<file path="src/rtl/fir_pkg.sv">
// rtl/fir_pkg.sv - shared types and width helpers for the time-multiplexed FIR filter
package fir_pkg;

   typedef enum logic [1:0] {
      IDLE = 2'd0,
      MAC  = 2'd1,
      OUT  = 2'd2
   } state_t;

   // Wide enough that N full-scale products can never overflow the accumulator.
   function automatic int acc_width(input int dw, input int cw, input int n);
      return dw + cw + $clog2(n);
   endfunction

   function automatic longint sat_max(input int ow);
      return (longint'(1) <<< (ow - 1)) - 1;
   endfunction

   function automatic longint sat_min(input int ow);
      return -(longint'(1) <<< (ow - 1));
   endfunction

endpackage

</file>
<file path="src/rtl/fir_mac_unit.sv">
// rtl/fir_mac_unit.sv - signed multiplier feeding a clearable accumulator
module fir_mac_unit #(
   parameter int DW    = 8,
   parameter int CW    = 8,
   parameter int ACC_W = 19
) (
   input  logic                    clk_i,
   input  logic                    rst_i,
   input  logic                    clr_i,
   input  logic                    en_i,
   input  logic signed [DW-1:0]    a_i,
   input  logic signed [CW-1:0]    b_i,
   output logic signed [ACC_W-1:0] acc_o
);

   logic signed [DW+CW-1:0]  prod;
   logic signed [ACC_W-1:0]  prod_ext;
   logic signed [ACC_W-1:0]  acc_q;
   logic signed [ACC_W-1:0]  acc_d;

   assign prod     = a_i * b_i;
   assign prod_ext = {{(ACC_W-DW-CW){prod[DW+CW-1]}}, prod};

   always_comb begin
      acc_d = acc_q;
      if (clr_i) begin
         acc_d = '0;
      end else if (en_i) begin
         acc_d = acc_q + prod_ext;
      end
   end

   always_ff @(posedge clk_i or posedge rst_i) begin
      if (rst_i) begin
         acc_q <= '0;
      end else begin
         acc_q <= acc_d;
      end
   end

   assign acc_o = acc_q;

endmodule

</file>
<file path="src/rtl/fir_filter_tdm.sv">
// rtl/fir_filter_tdm.sv - N-tap signed FIR sharing one MAC across taps, with round/saturate output
module fir_filter_tdm
   import fir_pkg::*;
#(
   parameter int N     = 8,
   parameter int DW    = 8,
   parameter int CW    = 8,
   parameter int OW    = 16,
   parameter int SHIFT = 0
) (
   input  logic                   clk,
   input  logic                   reset,
   input  logic signed [DW-1:0]   x_in,
   input  logic                   in_valid,
   output logic                   in_ready,
   input  logic                   coef_wr,
   input  logic [$clog2(N)-1:0]   coef_addr,
   input  logic signed [CW-1:0]   coef_data,
   output logic signed [OW-1:0]   y_out,
   output logic                   out_valid,
   output logic                   sat
);

   localparam int AW      = $clog2(N);
   localparam int ACC_W   = acc_width(DW, CW, N);
   localparam int CMP_W   = ((ACC_W > OW) ? ACC_W : OW) + 1;
   localparam int RND_POS = (SHIFT > 0) ? SHIFT - 1 : 0;
   localparam logic signed [CMP_W-1:0] Y_MAX = CMP_W'(sat_max(OW));
   localparam logic signed [CMP_W-1:0] Y_MIN = CMP_W'(sat_min(OW));
   localparam logic signed [CMP_W-1:0] RND   = (SHIFT > 0) ? (CMP_W'(1) << RND_POS) : '0;

   state_t                  state_q, state_d;
   logic [AW-1:0]           k_q, k_d;
   logic signed [DW-1:0]    hist_q [N];
   logic signed [CW-1:0]    coef_q [N];
   logic signed [OW-1:0]    y_q, y_d;
   logic                    sat_q, sat_d;
   logic                    out_valid_q;
   logic                    accept, coef_we, mac_clr, mac_en, emit;
   logic signed [ACC_W-1:0] acc;
   logic signed [CMP_W-1:0] acc_ext, rounded, shifted;

   assign accept  = in_valid && in_ready;
   assign coef_we = coef_wr && (state_q == IDLE) && (int'(coef_addr) < N);

   // OUT also accepts, so back-to-back samples arrive every N+1 cycles.
   always_comb begin
      state_d  = state_q;
      k_d      = k_q;
      in_ready = 1'b0;
      mac_clr  = 1'b0;
      mac_en   = 1'b0;
      emit     = 1'b0;
      unique case (state_q)
         IDLE: begin
            in_ready = 1'b1;
            if (in_valid) begin
               state_d = MAC;
               k_d     = '0;
               mac_clr = 1'b1;
            end
         end
         MAC: begin
            mac_en = 1'b1;
            k_d    = k_q + 1'b1;
            if (k_q == AW'(N - 1)) begin
               state_d = OUT;
            end
         end
         OUT: begin
            in_ready = 1'b1;
            emit     = 1'b1;
            state_d  = IDLE;
            if (in_valid) begin
               state_d = MAC;
               k_d     = '0;
               mac_clr = 1'b1;
            end
         end
         default: state_d = IDLE;
      endcase
   end

   always_comb begin
      acc_ext = CMP_W'(acc);
      rounded = acc_ext + RND;
      shifted = rounded >>> SHIFT;
      y_d     = shifted[OW-1:0];
      sat_d   = 1'b0;
      if (shifted > Y_MAX) begin
         y_d   = Y_MAX[OW-1:0];
         sat_d = 1'b1;
      end else if (shifted < Y_MIN) begin
         y_d   = Y_MIN[OW-1:0];
         sat_d = 1'b1;
      end
   end

   always_ff @(posedge clk or posedge reset) begin
      if (reset) begin
         state_q     <= IDLE;
         k_q         <= '0;
         y_q         <= '0;
         sat_q       <= 1'b0;
         out_valid_q <= 1'b0;
      end else begin
         state_q     <= state_d;
         k_q         <= k_d;
         out_valid_q <= emit;
         if (emit) begin
            y_q   <= y_d;
            sat_q <= sat_d;
         end
      end
   end

   always_ff @(posedge clk or posedge reset) begin
      if (reset) begin
         for (int i = 0; i < N; i++) begin
            hist_q[i] <= '0;
            coef_q[i] <= '0;
         end
         coef_q[0] <= CW'(1);
      end else begin
         if (accept) begin
            hist_q[0] <= x_in;
            for (int i = 1; i < N; i++) begin
               hist_q[i] <= hist_q[i-1];
            end
         end
         if (coef_we) begin
            coef_q[coef_addr] <= coef_data;
         end
      end
   end

   fir_mac_unit #(
      .DW    (DW),
      .CW    (CW),
      .ACC_W (ACC_W)
   ) u_mac (
      .clk_i (clk),
      .rst_i (reset),
      .clr_i (mac_clr),
      .en_i  (mac_en),
      .a_i   (hist_q[k_q]),
      .b_i   (coef_q[k_q]),
      .acc_o (acc)
   );

   assign y_out     = y_q;
   assign sat       = sat_q;
   assign out_valid = out_valid_q;

endmodule
</file>
<file path="config.mk">
export PLATFORM = sky130hd
export DESIGN_NAME = fir_filter_tdm
export DESIGN_NICKNAME = d
export VERILOG_FILES = /design/src/rtl/fir_pkg.sv /design/src/rtl/fir_mac_unit.sv /design/src/rtl/fir_filter_tdm.sv
export SDC_FILE = /design/constraint.sdc
export NUM_CORES = 1
export LEC_CHECK = 0
export ABC_AREA = 1
export CAP_MARGIN = 20
export CORE_MARGIN = 3
export CORE_UTILIZATION = 55
export DETAILED_ROUTE_END_ITERATION = 10
export DONT_BUFFER_PORTS = 1
export MAX_ROUTING_LAYER = met4
export PLACE_DENSITY = 0.7
export SYNTH_ARGS = -nofsm -noshare
export SYNTH_HDL_FRONTEND = slang
export SYNTH_HIERARCHICAL = 1
export SYNTH_SLANG_ARGS = --single-unit
</file>
<file path="constraint.sdc">
create_clock -name clk -period 12.4 [get_ports clk]
set_clock_uncertainty 0.15 [all_clocks]
set_input_delay 2.48 -clock clk [delete_from_list [all_inputs] [get_ports clk]]
set_output_delay 2.48 -clock clk [all_outputs]
set_load 0.1 [all_outputs]
</file>
==> results.yml <==
status:
  status: "finished clean"
sta:
  worstMarginPinSlew_ns: 1.10
  period_share: 0.513
  slew-limit-headroom: 0.262
  post-route-min-period_ns: 6.37
  rsz0062_at_grt: "false"
  setup_violations: 0
  hold-worst-slack_ns: 0.336
  fmaxAchievable_mhz: 157
  hold_violations: 0
  slew_viol_final: 0
  tns_ns: 0
worst_setup_path:
  crit_arrival_ns: 6.57
  startpoint_type: "flip-flop"
  worstReg2RegStart: "k_q[1]"
  required_ns: 12.60
  worst-setup-path-type: "reg2reg"
  end_kind: "flip-flop"
  timing.critical_path.from: "k_q[1]"
  path_max_fanout: 34
job:
  drv_cap: 0
logic_synthesis:
  synth_cells: 1551
  yosys_warnings: 6
  syn_nets: 1704
  ys_seq_elements: 170
  yosysUniqueCellTypes: 38
  synth-seq-area-share: 0.361
  synth_area_per_cell_um2: 7.59
  syn_area_mm2: 0.0118
global_routing:
  grt_pass1_vias: 9181
  grt_pass1_wl_um: 45400
  grt.total_usage: 0.244
  grt_max_degree: 116
  globalRouteOverflowTotal: 0
  antenna_found_initial: 0
floorplan:
  ios: 42
  initial_core_util: 0.571
  chipHeight_um: 152
  die_area_mm2: 0.0232
  core_mm2: 0.0206
  die_w_um: 152
  rows: 52
cts:
  cts.htree.levels: 4
  root_buffer: "clkbuf_16"
  cts_resized: 0
  ctsLongestPathBuffers: 2
  cts_tree: "done"
  cts_made_buffers: 17
  clock_latency_ns: 0.43
  cts_setup_buffers: 0
  cts_sinks: 170
  holdBufCountCts: 0
  clk_pin_slew_ns: 0.07
layout:
  fillerInstances: 1894
  layout-drive-gt1-share: 0.0506
  final_nets: 1663
  fin_cells: 1793
  antennaDiodeCount: 0
  area_delta_synth_final_pct: 5.31
placed_design:
  place_hpwl_um: 18200
  io_buffers: 0
  dp_cells: 1759
  place_congestion: 0.975
detailed_routing:
  drt_iter0_drc: 730
  drc_errors: 0
  via_per_inst: 5.11
  wl_um: 25900
  first_pass_iters: 6
  via_count: 9156
  postRouteAntennaNets: 0
  wl_per_cell_um: 14.5
min_path:
  hp-class: "reg2reg"
  hold_path.startpoint: "hist_q[30]"
## placed cells by master (no fill, tap or decap), types with 2 or more instances in the layout
master / count
nor3_1: 2
fa_1: 84
nand2_2: 10
a21oi_1: 13
o21ai_2: 8
clkinv_2: 2
nand3_2: 2
inv_1: 294
nand2_1: 562
buf_4: 5
o21ai_1: 103
clkinv_4: 3
nor2_2: 2
dfrtp_1: 168
inv_2: 8
clkinvlp_4: 3
inv_6: 4
nor2_1: 33
xnor2_1: 4
ha_1: 46
o21ai_0: 43
nand3_1: 83
nor2_4: 2
clkbuf_16: 17
## sequential cells by signal (all words and copies together) (netlist names)
signal       count
state_q          2
u_mac/acc_o     19
hist_q          64
sat              1
y_out           16
out_valid        1
coef_q          64
k_q              3
## cell type report
cell class	count	area, um2	share of cell area
clock buffers	19	443	0.0357
flip-flops and latches	170	4260	0.343
repair buffers	6	57.6	0.00464
clock inverters	13	113	0.00908
multi-input cells	1010	6040	0.487
inverters	305	1150	0.0929
well taps	270	338	0.0272
## cells by family after synthesis
family,synth area share
and+or+nand+nor,0.241
xor gates and xnor gates,0.00372
DFF,0.361
buffers and inverters,0.126
AOI/OAI and AO/OA,0.0767
adders and majority gates,0.192
## critical path, stage by stage, from the launching register on
cell	delay (ns)
dfrtp_1	0.36
buf_4	0.27
inv_2	0.59
nand3_1	0.15
nand2_1	0.08
nand2_1	0.05
nand2_1	0.28
nand2_1	0.14
inv_1	0.49
fa_1	0.55
fa_1	0.49
fa_1	0.56
fa_1	0.43
ha_1	0.31
ha_1	0.37
a21oi_1	0.23
nand2_1	0.15
nor2_2	0.23
o21ai_1	0.12
nand2_1	0.07
nand2_1	0.05
o21ai_1	0.15
## Yosys cell counts, drive strengths merged
library cell | n | area [um2]
o21ai | 154 | 801
o21a | 1 | 7.51
nor4 | 1 | 6.26
inv | 304 | 1140
dfrtp | 169 | 4230
xnor2 | 4 | 35.0
a22o | 1 | 8.76
or2 | 1 | 6.26
and2 | 1 | 6.26
dfstp | 1 | 26.3
clkbuf | 26 | 97.6
nand2 | 573 | 2180
a21oi | 13 | 65.1
buf | 40 | 239
a21o | 1 | 7.51
o22ai | 1 | 6.26
fa | 84 | 1680
ha | 46 | 576
nor3 | 3 | 20.0
clkinv | 1 | 3.75
nand3 | 86 | 453
nand4 | 1 | 6.26
o211ai | 1 | 7.51
nor2 | 37 | 159
xor2 | 1 | 8.76
## worst paths after layout
| kind | endpoint | slack [ns] | cells after the start |
|---|---|---|---|
| setup / recovery | u_mac/acc_o[12] | 6.03 | 21 |
| hold / removal | hist_q[30] | 0.34 | 2 |
| min in group asynchronous | y_out[8] | 1.85 | 1 |
| hold reg to reg | hist_q[30] | 0.34 | 2 |
| setup reg to reg | u_mac/acc_o[12] | 6.03 | 21 |
| max in group asynchronous | coef_q[54] | 8.77 | 2 |
## through the flow
| stage | utilization | instance area, um2 | worst slack (ns) |
|---|---|---|---|
| 3_5_place_dp | 0.573 | 11800 | 6.07 |
| 6_report | 0.601 | 12400 | 6.03 |
| 3_3_place_gp | 0.573 | 11800 | 6.08 |
| 5_1_grt | 0.601 | 12400 | 5.64 |
| 2_1_floorplan | - | 11800 | 5.71 |
| 4_1_cts | 0.600 | 12400 | 6.04 |
## per-layer routing
layer  track usage  up-vias  part of all wire
li1              -     4562                 -
met1         0.337     4329              0.46
met2         0.376      221              0.47
met3        0.0403       44             0.047
met4        0.0745        0             0.023
met5             -        -                 0
Power is left out: the tool's default activity adds up to more than one toggle a clock period on the data nets, which glitch-free logic cannot reach.
